==> src/rtl/dcache_tag_pkg.sv <==
// rtl/dcache_tag_pkg.sv - shared types and field helpers for the data-cache tag store
package dcache_tag_pkg;

  typedef enum logic [1:0] {
    SWEEP = 2'd0,
    IDLE  = 2'd1,
    FLUSH = 2'd2
  } state_e;

  function automatic int entry_w(input int tag_width);
    return tag_width + 2;
  endfunction

  localparam int DEF_TAG_WIDTH = 22;
  localparam int DEF_ENTRY_W   = entry_w(DEF_TAG_WIDTH);
  localparam int DIRTY_BIT     = DEF_ENTRY_W - 1;
  localparam int VALID_BIT     = DEF_ENTRY_W - 2;

endpackage

==> src/rtl/dcache_tag_sweep_fsm.sv <==
// rtl/dcache_tag_sweep_fsm.sv - invalidation sweep sequencer (post-reset and flush)
module dcache_tag_sweep_fsm
  import dcache_tag_pkg::*;
#(
  parameter  int SETS       = 16,
  localparam int ADDR_WIDTH = $clog2(SETS)
) (
  input  logic                  i_clk,
  input  logic                  i_rst_n,
  input  logic                  i_flush_req,
  output logic                  o_busy,
  output logic                  o_flush_done,
  output logic                  o_sweep_we,
  output logic [ADDR_WIDTH-1:0] o_sweep_addr
);

  localparam logic [ADDR_WIDTH-1:0] LAST_SET = ADDR_WIDTH'(SETS - 1);

  state_e                r_state;
  logic [ADDR_WIDTH-1:0] r_cnt;
  logic                  r_flush_done;

  state_e                w_state_nxt;
  logic [ADDR_WIDTH-1:0] w_cnt_nxt;
  logic                  w_flush_done_nxt;

  always_ff @(posedge i_clk) begin
    if (!i_rst_n) begin
      r_state      <= SWEEP;
      r_cnt        <= '0;
      r_flush_done <= 1'b0;
    end else begin
      r_state      <= w_state_nxt;
      r_cnt        <= w_cnt_nxt;
      r_flush_done <= w_flush_done_nxt;
    end
  end

  always_comb begin
    w_state_nxt      = r_state;
    w_cnt_nxt        = r_cnt;
    w_flush_done_nxt = 1'b0;
    case (r_state)
      SWEEP, FLUSH: begin
        // SETS is a power of two, so the increment wraps to 0 on the last set
        w_cnt_nxt = r_cnt + 1'b1;
        if (r_cnt == LAST_SET) begin
          w_state_nxt      = IDLE;
          w_flush_done_nxt = (r_state == FLUSH);
        end
      end
      IDLE: begin
        if (i_flush_req) begin
          w_state_nxt = FLUSH;
        end
      end
      default: begin
        w_state_nxt = SWEEP;
        w_cnt_nxt   = '0;
      end
    endcase
  end

  assign o_busy       = (r_state != IDLE);
  assign o_sweep_we   = (r_state != IDLE);
  assign o_sweep_addr = r_cnt;
  assign o_flush_done = r_flush_done;

endmodule

==> src/rtl/dcache_tag_store.sv <==
// rtl/dcache_tag_store.sv - multi-way tag array with masked write, forwarding and self-clearing sweep
module dcache_tag_store
  import dcache_tag_pkg::*;
#(
  parameter  int WAYS       = 2,
  parameter  int SETS       = 16,
  parameter  int TAG_WIDTH  = 22,
  localparam int ADDR_WIDTH = $clog2(SETS),
  localparam int ENTRY_W    = entry_w(TAG_WIDTH),
  localparam int LINE_W     = WAYS * ENTRY_W
) (
  input  logic                  clk,
  input  logic                  rst_n,
  input  logic                  csb0,
  input  logic                  web0,
  input  logic [WAYS-1:0]       wmask0,
  input  logic [ADDR_WIDTH-1:0] addr0,
  input  logic [LINE_W-1:0]     din0,
  output logic [LINE_W-1:0]     dout0,
  input  logic                  csb1,
  input  logic [ADDR_WIDTH-1:0] addr1,
  output logic [LINE_W-1:0]     dout1,
  input  logic                  flush_req,
  output logic                  busy,
  output logic                  flush_done
);

  logic [LINE_W-1:0]     r_mem [SETS];
  logic [ADDR_WIDTH-1:0] r_addr0;
  logic [ADDR_WIDTH-1:0] r_addr1;
  logic                  r_web0;
  logic [WAYS-1:0]       r_wmask0;
  logic [LINE_W-1:0]     r_din0;

  logic                  w_busy;
  logic                  w_flush_done;
  logic                  w_sweep_we;
  logic [ADDR_WIDTH-1:0] w_sweep_addr;
  logic [LINE_W-1:0]     w_dout0;
  logic [LINE_W-1:0]     w_dout1;

  dcache_tag_sweep_fsm #(
    .SETS (SETS)
  ) u_sweep_fsm (
    .i_clk        (clk),
    .i_rst_n      (rst_n),
    .i_flush_req  (flush_req),
    .o_busy       (w_busy),
    .o_flush_done (w_flush_done),
    .o_sweep_we   (w_sweep_we),
    .o_sweep_addr (w_sweep_addr)
  );

  always_ff @(posedge clk) begin
    if (!rst_n) begin
      r_addr0  <= '0;
      r_addr1  <= '0;
      r_web0   <= 1'b1;
      r_wmask0 <= '0;
      r_din0   <= '0;
    end else if (!w_busy) begin
      if (flush_req) begin
        r_web0 <= 1'b1;
      end else begin
        if (!csb0) begin
          r_addr0  <= addr0;
          r_din0   <= din0;
          r_wmask0 <= wmask0;
          r_web0   <= web0;
        end else begin
          r_web0 <= 1'b1;
        end
        if (!csb1) begin
          r_addr1 <= addr1;
        end
      end
    end
  end

  // The sweep owns the array while busy; commits land only from IDLE captures
  always_ff @(posedge clk) begin
    if (w_sweep_we) begin
      r_mem[w_sweep_addr] <= '0;
    end else if (!r_web0) begin
      for (int w = 0; w < WAYS; w++) begin
        if (r_wmask0[w]) begin
          r_mem[r_addr0][w*ENTRY_W +: ENTRY_W] <= r_din0[w*ENTRY_W +: ENTRY_W];
        end
      end
    end
  end

  always_comb begin
    w_dout0 = r_mem[r_addr0];
    w_dout1 = r_mem[r_addr1];
    if (!r_web0) begin
      for (int w = 0; w < WAYS; w++) begin
        if (r_wmask0[w]) begin
          w_dout0[w*ENTRY_W +: ENTRY_W] = r_din0[w*ENTRY_W +: ENTRY_W];
          if (r_addr1 == r_addr0) begin
            w_dout1[w*ENTRY_W +: ENTRY_W] = r_din0[w*ENTRY_W +: ENTRY_W];
          end
        end
      end
    end
    if (w_busy) begin
      w_dout0 = '0;
      w_dout1 = '0;
    end
  end

  assign dout0      = w_dout0;
  assign dout1      = w_dout1;
  assign busy       = w_busy;
  assign flush_done = w_flush_done;

endmodule

==> config.mk <==
export PLATFORM = sky130hd
export DESIGN_NAME = dcache_tag_store
export DESIGN_NICKNAME = d
export VERILOG_FILES = /design/src/rtl/dcache_tag_pkg.sv /design/src/rtl/dcache_tag_sweep_fsm.sv /design/src/rtl/dcache_tag_store.sv
export SDC_FILE = /design/constraint.sdc
export NUM_CORES = 1
export LEC_CHECK = 0
export CAP_MARGIN = 20
export CORE_MARGIN = 3
export CORE_UTILIZATION = 45
export DETAILED_ROUTE_END_ITERATION = 8
export GPL_TIMING_DRIVEN = 1
export HOLD_SLACK_MARGIN = 0.08
export PLACE_DENSITY = 0.58
export SYNTH_ARGS = -nofsm -noshare
export SYNTH_HDL_FRONTEND = slang
export SYNTH_SLANG_ARGS = --single-unit
==> constraint.sdc <==
create_clock -name clk -period 9.8 [get_ports clk]
set_input_delay 0.98 -clock clk [delete_from_list [all_inputs] [get_ports clk]]
set_output_delay 0.98 -clock clk [all_outputs]
set_load 0.1 [all_outputs]
Yosys cells after proc, flatten, opt, wreduce, memory -nomap -nowiden
Memories as Yosys holds them, arrays and structs flattened. A register that Yosys moved wholly into a read port is not among the register bits.
Index checks and enable logic that the tools add are counted.
{ "word_totals": {"mem_bits_rw": 768, "word_cells": 61, "mem_count": 1, "register_bits": 66} }
{ "classes": {"addsub": 1, "n_bitwise": 4, "muxes": 33, "n_eq_ne": 7, "reduce_logical": 7} }
{ "mem_list": {"columns": ["memory", "depth", "width", "read_ports", "rd_ports_with_merged_regs", "wr", "line", "source"], "rows": [
  ["r_mem", 16, 48, 2, 2, 1, "dcache_tag_store.sv:28", "logic [LINE_W-1:0] r_mem [SETS];"]
]} }
{ "op_table": {"columns": ["cell", "count"], "rows": [
  ["$mux W48", 5],
  ["$mux W24", 6],
  ["$reduce_or A48 Y1", 1],
  ["$mux W4", 5],
  ["$mux W1", 12],
  ["$reduce_and A3 Y1", 3],
  ["$pmux W4 S2", 1],
  ["$mux W2", 3],
  ["$add A4 B1 Y4 const B", 1],
  ["$eq A4 B4 Y1", 1],
  ["$eq A4 B4 Y1 const B", 1],
  ["$ne A2 B1 Y1 const B", 2],
  ["$not A1 Y1", 4],
  ["$pmux W2 S2", 1],
  ["$eq A2 B1 Y1 const B", 1],
  ["$eq A2 B2 Y1 const B", 1],
  ["$logic_not A2 Y1", 1],
  ["$ne A2 B2 Y1 const B", 1],
  ["$reduce_and A2 Y1", 1],
  ["$reduce_or A2 Y1", 1]
]} }

Logic depth before layout (Yosys ltp)
{ "depth": {"depth_word": 6, "mapped_depth": 8, "ltp_nobuf": 5} }

Cells and area by module
From an unflattened synthesis, not the netlist that was laid out.
{ "hier_totals": {"hier_cells": 2132, "hier_area_um2": 39223.9} }
{ "by_module_without_submodules": {"columns": ["mod", "n_inst", "area_per_inst_um2", "cells_each"], "rows": [
  ["dcache_tag_store", 1, 38902.3, 2095],
  ["dcache_tag_sweep_fsm", 1, 321.6, 37]
]} }

Worst setup path after synthesis
OpenSTA, ideal clock, no wires.
{ "synth_timing": {"kind": "register to output", "from": "register with a tool-made name", "to": "output port dout1[37]", "n_path_buf": 2, "required_time_ns": 8.820, "setup_slack_ns": 5.413, "arrival_time_ns": 3.407, "stages_incl_launch_ff": 7, "cell_sequence": "dfxtp_1 nor2b_1 clkbuf_1 clkbuf_1 a22o_1 nor2_1 o21ai_0"} }
{ "synth_lines": {"columns": ["item", "line", "source"], "rows": [
  ["end: declaration", "dcache_tag_store.sv:22", "output logic [LINE_W-1:0] dout1,"]
]} }

==> key figures <==
Status
  – Status: complete, no violations

Floorplanning
  – Floorplan die width: 301 um
  – Initial core utilization: 45.7%
  – Num ports: 162
  – Number of core rows: 107
  – Core ar.: 0.0857 mm2
  – Die area: 0.0906 mm2
  – Die Y: 301 um

Detailed routing
  – Max Used Layer: met5
  – Routed met3 length: 10400 um
  – Via-to-Cell Ratio: 6.48
  – Metal2 WL: 56100 um
  – Residual DRC: 0
  – DR WL/cell: 32.2 um
  – Met1 WL: 45800 um
  – Final ANT Viol Nets: 0
  – DR pass1 iterations: 5
  – Routed WL: 116000 um
  – Iter 0 DRT Violations: 2454
  – Vias: 23300

Global route
  – Initial antenna violation count: 5
  – First-pass GRT wire length: 168000 um
  – Largest net degree at the start of global routing: 121
  – Vias in the first global route: 24200
  – Remaining global-route overflow: 0
  – Gr usage total: 25.8%

Setup path
  – Setup crit start kind: flip-flop
  – Data arrival, critical path: 5.04 ns
  – Most used cell, CP: buf_4
  – CP peak stage delay: 1.22 ns
  – Worst Path Max Fanout: 52
  – Highest-delay cell along the critical path: clkdlybuf4s50_1
  – Setup CP Type: reg2out
  – Req. time, crit path: 8.82 ns
  – Worst-case reg-to-reg path depth: 5
  – Cells along the critical path: buf_4 > buf_4 > mux4_2 > mux2i_1 > o211ai_1 > clkdlybuf4s50_1
  – Worst setup EP type: output port

Placed design
  – Detail Placement HPWL: 62900 um
  – Gp weighted congestion: 0.778
  – Placed cells: 3427
  – I/O Buffers: 161

Finish
  – Area occupied by multi-input gates: 0.0140 mm2
  – NumNets Final: 2440
  – Area grow syn2layout: 15.6%
  – Non-Filler Instances: 3596
  – Fill cells: 6762
  – Layout cells sized above 1: 28.5%
  – Sequential cell area: 0.0246 mm2

Power and ir drop
  – P_leak: 0.0121 uW
  – Total power draw: 7810 uW
  – Peak VDD IR: 0.129 mV
  – Total power density per cell area: 172 mW/mm2

Logic synthesis
  – Post-synth top area cell: edfxtp_1
  – FF+latch count, synth: 842
  – Post-synth EDFFs: 768
  – Cells after Synth: 2227
  – Asr flop ratio synth: 0%
  – Syn nets: 2292
  – Largest family of logic cells by synthesized area: multiplexers
  – Average cell area after synthesis: 17.6 um2
  – Simple-Gate Fraction of Synth Area: 5.08%
  – Synth Area in Compound Gates: 5.04%
  – Post-synthesis sequential area ratio: 62.7%
  – Mux contribution to synthesized area: 24.9%
  – Most frequent cell after synthesis: edfxtp_1
  – XOR/XNOR Fraction of Synth Area: 0.112%
  – Post-synth design cell area: 0.0392 mm2
  – Post-synth top area share: 58.9%
  – Post-synth top cells: edfxtp_1, mux4_2, nand2_1
  – Adder-cell area share of the yosys netlist: 0.0319%
  – YS warnings: 0
  – Main synth FF type: edfxtp_1
  – Area contributors post-synth: edfxtp_1, mux4_2, dfxtp_1
  – Synth cell types: 44

Clock network
  – Post_cts resized: 0
  – Post-CTS Hold Buffers: 0
  – Clk slew on worst S/H paths: 0.06 ns
  – CTS tree: built
  – Number of H-tree levels: 3
  – CTS Buffer Depth: 3
  – CTS Root Buffer Type: clkbuf_16
  – TritonCTS buffer count: 90
  – Sink Count: 842
  – Setup repair bufs after CTS: 0
  – Worst-skew pair later-pin latency: 0.64 ns

Timing
  – TNS Setup: 0 ns
  – Worst Tran Pin Value: 1.12 ns
  – Tcrit/Tclk final: 61.5%
  – Final Critical Period: 6.02 ns
  – Final count of pins violating max slew: 0
  – Final setup fails: 0
  – Worst Skew: 0.0216 ns
  – Hold_ws: 0.485 ns
  – Fmax: 166 MHz
  – Hold Violations, Final: 0
  – Max transition margin: 25.6%
  – RSZ-0062 raised after global routing: false

Flow run
  – Max-Cap Viols: 0

Worst hold path
  – Worst Hold Class: reg2reg
  – Worst hold path cell count: 2
[path summary, 6_finish.rpt]
check	from	to	slack, ns
max	flip-flop	dout0[21]	3.78
min	r_din0[6]	r_din0[6]	0.49
max reg2reg	u_sweep_fsm.r_state[0]	r_mem[11][32]	6.24
min reg2reg	r_din0[6]	r_din0[6]	0.49
[worst max-delay path, delay by kind of cell, from the launching register on]
family	cells	cell delay [ns]
compound gates	1	0.41
buf+inv	3	2.74
flops	1	0.74
mux	2	0.42
[layer usage]
metal,vias up,track usage [%]
li1,9508,-
met1,12400,34.7
met2,1180,41.8
met3,241,5.78
met4,2,8.83
met5,-,0
[cells by family after synthesis]
family                   Yosys count
flip-flops                       842
multiplexers                     487
buffers and inverters            179
adder cells (fa/ha/maj)            1
XOR/XNOR                           5
AND/OR/NAND/NOR                  444
AO/OA/AOI/OAI                    269
[through the flow]
stage	utilization (%)	worst slack [ns]	cell area, um2
after floorplan	-	5.41	39200
after global placement	49.2	4.51	42200
after detailed placement	49.3	4.49	42200
after CTS	52.9	3.79	45300
after global routing	52.9	3.61	45300
final	52.9	3.78	45300
[cell usage in the layout, fill, tap and decap left out, drive strengths merged, types with 3 or more instances in the layout]
cell and n:
inv 6, o211ai 48, a21boi 54, xor2 5
mux2i 54, nand2 218, o21ai 57, clkinvlp 6
clkinv 25, and3 48, a22o 96, nand3 50
clkbuf 121, dfxtp 74, and2 5, nor2 85
mux4 384, o22ai 3, nor2b 11, nand2b 6
a21oi 6, nor3 14, buf 72, clkdlybuf4s50 159
edfxtp 768, bufinv 13, mux2 49
[layout make-up]
| class | instances | share of cell area [%] |
|---|---|---|
| repair buffers | 231 | 4.75 |
| well taps | 1144 | 3.16 |
| flip-flops and latches | 842 | 54.2 |
| diodes | 2 | 0.0110 |
| clock inverters | 46 | 1.27 |
| inverters | 4 | 0.0331 |
| clock buffers | 121 | 5.55 |
| multi-input cells | 1206 | 31.0 |
[where the power goes]
| part | internal [uW] | total, uW | leakage [uW] | switching (uW) |
|---|---|---|---|---|
| clock network | 2140 | 3540 | 0.00150 | 1400 |
| registers | 3950 | 3990 | 0.00651 | 36.7 |
| logic | 140 | 282 | 0.00411 | 142 |
| total | 6230 | 7810 | 0.0121 | 1580 |
[flip-flops by register name, indices dropped and copies added, names as in the netlist, named ones only]
signal                    count
r_wmask0                      2
r_mem                       768
r_addr0                       4
u_sweep_fsm.r_state           2
r_web0                        1
u_sweep_fsm.o_sweep_addr      4
r_addr1                       4
r_din0                       48
u_sweep_fsm.o_flush_done      1
(Power assumes the default switching activity.)
